[config.mk]
export PLATFORM = sky130hd
export DESIGN_NAME = segment_reader
export DESIGN_NICKNAME = d
export VERILOG_FILES = /design/src/rtl/segment_reader.sv
export SDC_FILE = /design/constraint.sdc
export NUM_CORES = 1
export LEC_CHECK = 0
export CAP_MARGIN = 0
export CORE_MARGIN = 1
export CORE_UTILIZATION = 45
export DETAILED_ROUTE_END_ITERATION = 10
export GPL_ROUTABILITY_DRIVEN = 1
export PLACE_DENSITY = 0.78
export SLEW_MARGIN = 20
export SYNTH_ARGS = -nofsm -noshare
export SYNTH_HDL_FRONTEND = slang
export SYNTH_SLANG_ARGS = --single-unit
[constraint.sdc]
create_clock -name clk -period 2.9 [get_ports clk]
set_input_delay 0.58 -clock clk [delete_from_list [all_inputs] [get_ports clk]]
set_output_delay 0.58 -clock clk [all_outputs]
set_load 0.05 [all_outputs]
[src/rtl/segment_reader.sv]
// segment_reader: captures a 16-bit word of four 4-bit segments and streams it out
// one segment per valid/ready transfer, with active-low cumulative clear flags.
// Optional feature: define SEGMENT_READER_PARITY_EN to add the `par` output
// (even parity of L). The default build has no `par` port.
module segment_reader (
    input  logic        clk,
    input  logic        rst,
    input  logic        start,
    input  logic [15:0] word,
    input  logic        ready,
    output logic [3:0]  L,
    output logic [1:0]  A,
    output logic        valid,
    output logic        busy,
    output logic        done,
    output logic [3:0]  Clr
`ifdef SEGMENT_READER_PARITY_EN
    ,
    output logic        par
`endif
);

    typedef enum logic [1:0] {
        StIdle = 2'd0,
        StSend = 2'd1,
        StDone = 2'd2
    } state_e;

    state_e      state;
    logic [15:0] shadow;
    logic [1:0]  a_next;

    // Index of the segment that follows the one currently on the lane
    always_comb begin
        a_next = A + 2'd1;
    end

    // Transfer FSM; every output is a register written here
    always_ff @(posedge clk) begin
        if (rst) begin
            state  <= StIdle;
            shadow <= 16'h0000;
            L      <= 4'h0;
            A      <= 2'd0;
            valid  <= 1'b0;
            busy   <= 1'b0;
            done   <= 1'b0;
            Clr    <= 4'b1111;
        end else begin
            unique case (state)
                StIdle: begin
                    done <= 1'b0;
                    if (start) begin
                        // The shadow copy isolates the transfer from later changes on `word`
                        shadow <= word;
                        L      <= word[3:0];
                        A      <= 2'd0;
                        Clr    <= 4'b1111;
                        valid  <= 1'b1;
                        busy   <= 1'b1;
                        state  <= StSend;
                    end
                end
                StSend: begin
                    // valid is always high here, so ready alone marks acceptance
                    if (ready) begin
                        Clr[A] <= 1'b0;
                        if (A == 2'd3) begin
                            // A stays at 3; it only returns to 0 on a new start
                            valid <= 1'b0;
                            done  <= 1'b1;
                            state <= StDone;
                        end else begin
                            A <= a_next;
                            L <= shadow[{a_next, 2'b00} +: 4];
                        end
                    end
                end
                StDone: begin
                    done  <= 1'b0;
                    busy  <= 1'b0;
                    state <= StIdle;
                end
                default: begin
                    state <= StIdle;
                    valid <= 1'b0;
                    busy  <= 1'b0;
                    done  <= 1'b0;
                end
            endcase
        end
    end

`ifdef SEGMENT_READER_PARITY_EN
    // Parity follows the registered lane, so it is aligned with L every cycle
    assign par = ^L;
`endif

endmodule

==> results of run 1 <==
[state kept, by name, indices dropped and copies added, names as in the netlist]
| signal | cells |
|---|---|
| A | 2 |
| Clr | 4 |
| L | 4 |
| busy | 1 |
| done | 1 |
| shadow | 16 |
| state | 2 |
| valid | 1 |
[how the worst max path moves through the flow]
stage | start | to | slack [ps] | cells after the start
6_report | A[0] | A[0] | 430 | 1
5_1_grt | A[0] | A[0] | 320 | 1
4_1_cts | A[0] | A[0] | 410 | 1
3_5_place_dp | A[0] | A[0] | 790 | 1
3_3_place_gp | A[0] | A[0] | 790 | 1
2_1_floorplan | A[0] | L[0] | 930 | 6
[kinds of logic after synthesis]
logic type | after synthesis
and+or+nand+nor | 60
AOI/OAI and AO/OA | 40
DFF | 31
buffers and inverters | 17
muxes | 9
adders and majority gates | 4
[report_power, final]
part | switching [mW] | internal [mW]
Combinational | 0.0927 | 0.0728
Sequential | 0.0175 | 0.450
Clock | 0.147 | 0.0943
[worst min-delay path: stages (launching register included)]
cell     delay, ps
dfxtp_1        320
nand2_1         50
a21oi_1         50
[synth_stat cells (2+ instances only)]
master	instances	share of area, %
nand2_1	38	10
dfxtp_1	31	44
a21oi_1	21	7.5
mux2_2	8	6.5
nor3_1	8	2.9
inv_1	7	1.9
o21ai_0	6	2.2
a22oi_1	4	2.2
a311oi_1	4	2.5
ha_1	4	3.6
o31ai_1	4	2.2
buf_2	3	1.1
buf_6	3	2.4
clkbuf_1	2	0.54
nand2b_1	2	0.90
nor2_1	2	0.54
or3_1	2	0.90
[stage by stage]
stage | power [mW] | hold slack (ps) | utilization [%]
after floorplan | 0.5813 | 432.9 | -
after global routing | 0.9123 | 476.1 | 61.49
final | 0.8743 | 458.2 | 61.49
after detailed placement | 0.6408 | 449.3 | 59.74
after global placement | 0.6359 | 438.7 | 59.74
after CTS | 0.8757 | 462.6 | 61.49
[per-layer routing]
layer | global-route usage (%) | vias to the layer above | share of wire, %
met4 | 6.122 | 0 | 1.0
met1 | 21.67 | 575 | 44
met2 | 33.89 | 30 | 50
li1 | - | 617 | -
met3 | 6.696 | 6 | 5.0
met5 | 0 | - | 0
[final cells by class]
class	instances	area share [%]
multi-input cells	113	38.94
repair buffers	34	19.12
inverters	7	1.498
clock buffers	7	2.568
clock inverters	1	0.2853
flip-flops and latches	31	35.38
well taps	31	2.211
==> results.cfg, run 1 <==
[outcome]
status = finished with violations
violations = DRC

[cells_and_area]
nets = 216
nFillCells = 273
synthToLayoutAreaGrowth_pct = 25.74
seq_area_um2 = 620.6
multi_input_area_um2 = 683.2
instances_no_fill = 224
final_common_cell = nand2_1
drive_above_1_share_pct = 9.326
layout_common_cells = nand2_1, clkdlybuf4s50_1, dfxtp_1, a21oi_1
final_cell_area_um2 = 1754
diodes = 0

[worst_setup_path]
reg2regPathDepth = 5
startpoint_type = flip-flop
r2r-start = A[0]
r2r-end = L[1]
cp_num_buf_inv = 1
crit_required_ps = 2320
cp-end-kind = output port
cp_max_fo = 12
path_cells = clkdlybuf4s50_1
cpPeakStageDelay_ps = 900
cpMaxStageDelayCell = clkdlybuf4s50_1
critPathKind = reg2out
path_delay_family = buffers and inverters
r2r_setup_slack_ps = 880
cp_data_arrival_time_ps = 1890

[yosys]
postSynthCellCount = 161
synth_top_family_by_area = simple AND/OR/NAND/NOR gates
synthesis.area_um2 = 1395
synth_xor_xnor_area_share_pct = 0
ys_seq_elements = 31
async_reset_ff_share_pct = 0
yosysSeqAreaShare_pct = 44.48
synth-simple-area-share_pct = 21.17
synthMuxAreaShare_pct = 7.175
synth_cell_type_count = 29
synth_compound_area_share_pct = 17.04
ys.flop_type = dfxtp_1
syn_nets = 185
synth_edf_count = 0
yosys_warnings = 0
synth-adder-area-share_pct = 3.587
syn-mean-instance-area_um2 = 8.665

[timing]
hold_viol = 0
fmax_mhz = 405.7
rsz0062_at_grt = false
fin_tns_setup_ps = 0
min_period_ps = 2465
fin_ws_ps = 434.8
report.final.setup_viol = 0
fin_crit_sh_pct = 85.01
slew-limit-headroom_pct = 64.83
skew_ps = 2.901
worst_pin_slew_ps = 527.5
slew_violations = 0

[power_and_ir_drop]
leakagePower_nw = 0.6501
peakVddDrop_mv = 0.2890
powerDensity_nw_per_um2 = 498.4

[global_route]
antenna_found_initial = 0
grt_pass1_vias = 1100
grt_pass1_wl_um = 4747
grt-ovfl-total = 0
grt_usage_pct = 19.17
grt_max_degree = 25

[die]
ioPinCount = 33
fp.dieW_um = 57.68
rows = 19
dieArea_um2 = 3327
core_area_um2 = 2853
die_h_um = 57.68
start_util_pct = 48.90

[hold_path]
holdPathEnd = shadow[4]
holdPathStages = 2
worstHoldPathType = reg2reg
hp-start = shadow[4]

[clock_network]
ctsResizeCount = 0
cts_hold_buf = 0
cts_tree = yes
clock_latency_ps = 330
numClockSinks = 31
cts_buffers = 5
post_cts_buffers = 0
path_clk_slew_ps = 100
clockBufferDepth = 2
cts-htree-levels = 2
root_buffer = clkbuf_4

[placed_design]
gp_congestion = 0.8011
hpwl_um = 2032
dp.cells = 216
postPlaceCellArea_um2 = 1704
portBuffers = 32
dp_slack_ps = 786.8

[flow_run]
maxCapViolations = 0

[detailed_routing]
postRouteAntennaNets = 0
dr.pass1.iters = 9
vias_per_cell = 5.482
vias = 1228
drt-total-wl_um = 3035
drcViolationCount = 3
drt_first_iter_violations = 36
wl_per_cell_um = 13.55
No activity file was read; power rests on OpenSTA's default activity.
==> run 2, diff against run 1 <==
Settings changed: CORE_ASPECT_RATIO set to 0.75.
Clock period 2.9 ns to 2.5 ns, I/O delays scaled along.
==> results.cfg, run 2 (same netlist as run 1, synthesis figures left out) <==
[power_and_ir_drop]
p_comb_share_pct = 17.3
leakagePower_nw = 0.6685
p_sw_share_pct = 27.46
p_seq_share_pct = 49.0
pwr-share-clk_pct = 33.7
peakVddDrop_mv = 0.3267
powerDensity_nw_per_um2 = 614.1
power.switching_mw = 0.3038
p_int_mw = 0.8026
p_total_mw = 1.106

[detailed_routing]
postRouteAntennaNets = 0
vias = 1221
vias_per_cell = 5.263
drt_first_iter_violations = 60
drt-total-wl_um = 3073
drcViolationCount = 0
wl_per_cell_um = 13.25
dr.pass1.iters = 4

[timing]
min_period_ps = 2037
hold_viol = 0
worst_pin_slew_ps = 510.2
fmax_mhz = 491.0
report.final.setup_viol = 0
fin_crit_sh_pct = 81.46
slew-limit-headroom_pct = 65.99
fin_ws_ps = 463.5
rsz0062_at_grt = false
slew_violations = 0
timing.hold.ws_ps = 452.2
skew_ps = 7.338
fin_tns_setup_ps = 0

[placed_design]
gp_congestion = 0.8421
hpwl_um = 2204
dp_slack_ps = 489.3
postPlaceCellArea_um2 = 1720
portBuffers = 32
dp.cells = 224

[cells_and_area]
reg.largest.list = shadow x16, Clr x4, L x4
nets = 217
seq_area_um2 = 620.6
fin_util_pct = 61.38
instances_no_fill = 232
multi_input_area_um2 = 683.2
largest_register = shadow
final_cell_area_um2 = 1802
nFillCells = 247
drive_above_1_share_pct = 9.794
diodes = 0
largest_reg_flops = 16
layout_common_cells = nand2_1, clkdlybuf4s50_1, dfxtp_1, a21oi_1
synthToLayoutAreaGrowth_pct = 29.15
final_common_cell = nand2_1

[worst_setup_path]
r2r-start = A[0]
r2r-end = L[1]
startpoint_type = flip-flop
crit_required_ps = 2000
reg2regPathDepth = 6
cp_max_fo = 4
cp_num_buf_inv = 1
worstSetupStartpoint = A[1]
cp_data_arrival_time_ps = 1540
path_delay_family = buffers and inverters
path_cells = clkdlybuf4s50_1
critPathKind = reg2out
cpPeakStageDelay_ps = 830
cpMaxStageDelayCell = clkdlybuf4s50_1
crit_end = A[1]
r2r_setup_slack_ps = 800
cp-end-kind = output port
worstSetupPathDepth = 1

[clock_network]
clock_latency_ps = 280
cts_tree = yes
path_clk_slew_ps = 60
root_buffer = clkbuf_8
cts-htree-levels = 2
post_cts_buffers = 0
cts_hold_buf = 0
ctsResizeCount = 0
numClockSinks = 31
cts_buffers = 5
clockBufferDepth = 2

[global_route]
grt-ovfl-total = 0
grt_usage_pct = 20.84
grt_pass1_wl_um = 5037
antenna_found_initial = 0
grt_max_degree = 25
grt_pass1_vias = 1085

[die]
ioPinCount = 33
core_area_um2 = 2935
fp.dieW_um = 66.30
start_util_pct = 47.53
rows = 17
dieArea_um2 = 3329
die_h_um = 50.22

[outcome]
status = finished clean

[flow_run]
maxCapViolations = 0

[hold_path]
worstHoldPathType = reg2reg
run 2: cell types whose count changed in the layout (fill, tap and decap cells not counted), sizes merged:
cell | previous run | this run
buf | 2 | 3
run 2: metal layers:
metal	share of wire, %	vias up	GRT usage, %
met2	48	35	29.59
met1	46	565	27.53
met5	0	-	0
met4	1.3	0	8.511
li1	-	617	-
met3	5.5	4	8.864
run 2: worst min path at each step:
stage | cells after the start | to | start
3_3_place_gp | 2 | shadow[2] | shadow[2]
6_report | 2 | shadow[1] | shadow[1]
2_1_floorplan | 2 | shadow[0] | shadow[0]
4_1_cts | 2 | shadow[1] | shadow[1]
3_5_place_dp | 2 | shadow[1] | shadow[1]
5_1_grt | 2 | shadow[4] | shadow[4]
run 2: final cells by class:
cell class                 instances  area share [%]
inverter                           7           1.458
clock buffer                       7           4.236
timing repair buffer              35           19.03
multi-input combinational        113           37.92
clock inverter                     1          0.2778
sequential                        31           34.44
tap                               38           2.639
run 2: power by group through the flow:
stage	registers, mW	logic, mW	clock network, mW
3_3_place_gp	0.551	0.188	0
3_5_place_dp	0.552	0.192	0
6_report	0.542	0.192	0.373
2_1_floorplan	0.586	0.0883	0
4_1_cts	0.542	0.192	0.383
5_1_grt	0.546	0.206	0.406
==> RTL change 1, RTL diff (flow settings as in run 1) <==
Re-encode `state_e` (3 states) as one-hot, 3 bits wide.
--- a/src/rtl/segment_reader.sv
+++ b/src/rtl/segment_reader.sv
@@ -20,10 +20,10 @@
 `endif
 );
 
-    typedef enum logic [1:0] {
-        StIdle = 2'd0,
-        StSend = 2'd1,
-        StDone = 2'd2
+    typedef enum logic [2:0] {
+        StIdle = 3'b001,
+        StSend = 3'b010,
+        StDone = 3'b100
     } state_e;
 
     state_e      state;
Formal check against the unedited RTL: no difference found for any inputs over 10 cycles, from zero or initial values and one cycle with rst high; not proved beyond that.
==> RTL change 1 against run 1 <==
- sequential power increased by 3%
- die area decreased by 0.35%
- clock power increased by 35%
- worst setup slack improved by 0.078 ns
- non-clock buffer count unchanged
- final cell count decreased by 2.7%
- largest cell class unchanged
- wire length decreased by 10%
- maximum frequency increased by 3.3%
- critical endpoint unchanged
- total power increased by 11%
- area after synthesis decreased by 0.36%
- global-route usage decreased by 1.1 points
- final area increased by 1.9%
- sequential cell count increased by 1
- the run still ends with DRC left
==> RTL change 1: results (changes against run 1) <==
| Metric | Value |
|---|---|
| Status | `finished with violations` |
| Crit path arrival time | `1.81 ns (-0.08 ns)` |
| Reg2Reg Setup Slack | `0.83 ns (-0.05 ns)` |
| Wire length of the first global-routing pass | `4512 um (-5.0%)` |
| Post-synthesis adder-cell area fraction | `0.03600 (+0.0001292)` |
| Pre-CTS WS | `0.7698 ns (-0.01698 ns)` |
| Multiplexer share of the synthesized area | `0.09361 (+0.02186)` |
| FILL cells | `247 (-9.5%)` |
| Met3 Track Usage GR | `0.04989 (-0.01708)` |
| HPWL Detailed | `1975 um (-2.8%)` |
| Largest net degree at the start of global routing | `21 (-16%)` |
| Library cells used by synthesis | `28 (-3.4%)` |
| Synth top area cells | `dfxtp_1 (46%), nand2_1 (11%), a21oi_1 (6.8%)` |
| Synth Area per Inst | `9.027 um^2 (+4.2%)` |
| Drt pass-1 iters | `7 (-2)` |
| Residual DRC | `2 (-1)` |
| Met1 global-route usage | `0.2346 (+0.01791)` |
| First DRT Iteration DRCs | `42 (+17%)` |
| Syn_nets | `178 (-3.8%)` |
| Met2 Use GR | `0.2757 (-0.06312)` |
| Violated checks | `DRC` |
| Min-delay src | `shadow[11]` |
| Layout cells sized above 1 | `0.08556 (-0.007703)` |
| Hold endpoint | `shadow[11]` |
| Drt wl/cell | `12.49 um (-7.8%)` |
| Vias/cell | `5.289 (-3.5%)` |
| Synth cell count leaders | `nand2_1 (40), dfxtp_1 (32), a21oi_1 (19)` |
| Compound-gate portion of the synthesized area | `0.1656 (-0.004787)` |
| Met1 wire length | `1303 um (-2.6%)` |
| Reg2reg end | `L[3]` |
| Routability cong. | `0.7596 (-5.2%)` |
| Final nets | `210 (-2.8%)` |
| Total GRT Usage | `0.1812 (-0.01050)` |
| Clock skew | `0.01046 ns (+0.007561 ns)` |
| Sequential cell area fraction in the yosys report | `0.4608 (+0.01600)` |
==> RTL change 1: changes by cell type after synthesis, moves of 3 or more <==
cell / change
nor3_1: -5
a211oi_1: +4
o31ai_1: -4
mux2i_1: +3
nor2_1: +6
mux2_2: -8
a211o_1: +4
a311oi_1: -4
mux4_2: +4
o21ai_0: -4
a22oi_1: -3
==> RTL change 1: layout make-up <==
cell class | instances | area [um^2] | share of cell area
Sequential cell | 32 | 640.6 | 0.3583
Inverter | 5 | 18.77 | 0.01050
Multi-Input combinational cell | 108 | 678.2 | 0.3793
Clock inverter | 2 | 35.03 | 0.01959
Timing Repair Buffer | 34 | 335.3 | 0.1875
Clock buffer | 6 | 41.29 | 0.02309
Tap cell | 31 | 38.79 | 0.02169
==> RTL change 1: power by group <==
group          switching, uW  internal (uW)  total, uW
Clock                    145            181        326
Combinational           91.3           72.8        164
Sequential              16.1            465        482
Total                    253            719        971
==> RTL change 2, RTL diff (flow settings as in run 1) <==
Without the edit above. Add a define of `SEGMENT_READER_PARITY_EN`.
--- a/src/rtl/segment_reader.sv
+++ b/src/rtl/segment_reader.sv
@@ -2,6 +2,8 @@
 // one segment per valid/ready transfer, with active-low cumulative clear flags.
 // Optional feature: define SEGMENT_READER_PARITY_EN to add the `par` output
 // (even parity of L). The default build has no `par` port.
+`define SEGMENT_READER_PARITY_EN
+
 module segment_reader (
     input  logic        clk,
     input  logic        rst,
Function (old outputs only; new: par): kept (equiv_simple and equiv_induct, registers matched by name and starting in step).
==> RTL change 2 against run 1 <==
- the flow still finishes with violations (DRC)
- first-iteration DRC count is 2.8% lower
- global-route usage is 0.61 points higher
- area after synthesis is 0.45% lower
- sequential share of layout area is 0.076 points lower
- non-clock buffer count is 2 higher
- final area is 0.21% higher
- register-to-register slack better by 0.27 ns
- wire length is 4.3% lower
- sequential cell count stayed put
- worst hold slack better by 0.0035 ns
- total power is 5.5% higher
- worst setup slack better by 0.0071 ns
- critical path type unchanged
- clock power is 10% lower
==> RTL change 2: results (changes against run 1) <==
| Metric | Value |
|---|---|
| Status | `finished with violations` |
| Violated checks | `DRC` |
| Layout cells sized above 1 | `0.1951 (+0.1019)` |
| H-tree Lvls | `2 (unchanged)` |
| Remaining global-route overflow | `0 (unchanged)` |
| Clk_lat worst skew | `0.33 ns (about the same)` |
| Residual DRC | `1 (-2)` |
| Initial antenna violation count | `0 (unchanged)` |
| Wire length of the first global-routing pass | `4788 um (+0.86%)` |
| Clock Tree Root | `clkbuf_4` |
| Vias/cell | `5.574 (+1.7%)` |
| First DRT Iteration DRCs | `35 (-2.8%)` |
| Syn_nets | `153 (-17%)` |
| P_leak | `0.0006833 uW (+5.1%)` |
| Maximum clock frequency | `0.4068 GHz (+0.29%)` |
| Hold WC Path Type | `flip-flop to flip-flop` |
| Sw frac | `0.3027 (+0.008662)` |
| Routability cong. | `0.8458 (+5.6%)` |
| Sequential cell area fraction in the yosys report | `0.4468 (+0.002004)` |
| CTS max path bufs | `2 (unchanged)` |
| Largest net degree at the start of global routing | `21 (-16%)` |
| Total GRT Usage | `0.1978 (+0.006132)` |
| Main synth FF type | `dfxtp_1` |
| Biggest regs | `shadow: 16 flops, Clr: 4 flops, L: 4 flops` |
| HPWL Detailed | `2166 um (+6.6%)` |
| Crit path arrival time | `1.88 ns` |
| PostCTS Resize Cnt | `0 (unchanged)` |
| Drt wl/cell | `14.90 um (+10%)` |
| Placed insts | `189 (-13%)` |
| FILL cells | `241 (-12%)` |
| Yosys warns | `0 (unchanged)` |
| Mapped Cells | `129 (-20%)` |
| Inserted Clock Buffers | `5 (unchanged)` |
| Asr flop ratio synth | `0 (unchanged)` |
| Non-Filler Instances | `195 (-13%)` |
| Pre-CTS WS | `0.7985 ns (+0.01169 ns)` |
| Library cells used by synthesis | `34 (+17%)` |
| CP max-delay cell | `clkdlybuf4s50_1` |
| Synth top area cells | `dfxtp_1 (45%), a22o_2 (7.2%), mux2_2 (6.5%)` |
| Synth cell count leaders | `dfxtp_1 (31), a22o_2 (10), inv_1 (9)` |
| Vias in the first global route | `1057 (-3.9%)` |
| Clock Power Share | `0.236 (-0.040)` |
| Logic pwr share | `0.249 (+0.060)` |
| DP Area | `0.001717 mm^2 (+0.73%)` |
| IO buf count | `33 (+3.1%)` |
| Crit Path Max Fanout | `3 (-9)` |
| Max VDD drop | `0.2415 mV (-16%)` |
| Clock skew | `0.006255 ns (+0.003354 ns)` |
| Drt pass-1 iters | `7 (-2)` |
| Reg2Reg Setup Slack | `1.15 ns (+0.27 ns)` |
| Slew @ Worst Pin | `0.4987 ns (-0.02879 ns)` |
| Crit path largest cell delay | `0.82 ns (-0.08 ns)` |
| Post-CTS setup buffers | `0 (unchanged)` |
| Antenna cells | `0 (unchanged)` |
-- RTL change 2: cell count changes after synthesis, sizes merged, moves of 3 or more --
cell and delta:
a21oi -16, a22o +16, clkbuf -3, nand2 -33, nor3 -3
-- RTL change 2: worst max-delay path: cells and delay by family (launching register included) --
kind                   cells  cell delay [ns]
XOR/XNOR                   2             0.34
flip-flops                 1             0.40
buffers and inverters      1             0.82
-- RTL change 2: area by class of cell --
type | count | area (um^2) | area share
Inverter | 9 | 33.78 | 0.01922
Tap cell | 31 | 38.79 | 0.02206
Timing Repair Buffer | 36 | 352.8 | 0.2007
Multi-Input combinational cell | 82 | 670.6 | 0.3815
Sequential cell | 31 | 620.6 | 0.3530
Clock buffer | 6 | 41.29 | 0.02349
-- RTL change 2: per-layer routing --
metal	global-route usage	vias to the layer above	routed length, um
li1	-	546	-
met1	0.2371	507	1274
met2	0.3040	28	1396
met3	0.07256	6	164
met4	0.1150	0	69
met5	0	-	0
-- RTL change 2: final timing paths --
kind,from,depth (start not counted),end
worst max-delay path,L[0],3,par
worst min register to register,Clr[2],2,Clr[2]
worst min-delay path,Clr[2],2,Clr[2]
worst max register to register,A[0],6,L[2]
-- RTL change 2: metrics by stage --
step                hold WS (ns)    util  power, uW
global route              0.4794  0.6214      969.3
detailed placement        0.4484  0.6068      715.4
finish                    0.4617  0.6214      922.7
floorplan                 0.4432       -      639.8
global placement          0.4460  0.6068      708.5
CTS                       0.4599  0.6214      933.5
-- RTL change 2: cells by family after synthesis --
group,share of synthesized area
AO/OA/AOI/OAI,0.2306
flip-flops,0.4469
AND/OR/NAND/NOR,0.1252
buffers and inverters,0.07026
multiplexers,0.07207
adder cells (fa/ha/maj),0.03604
XOR/XNOR,0.01892
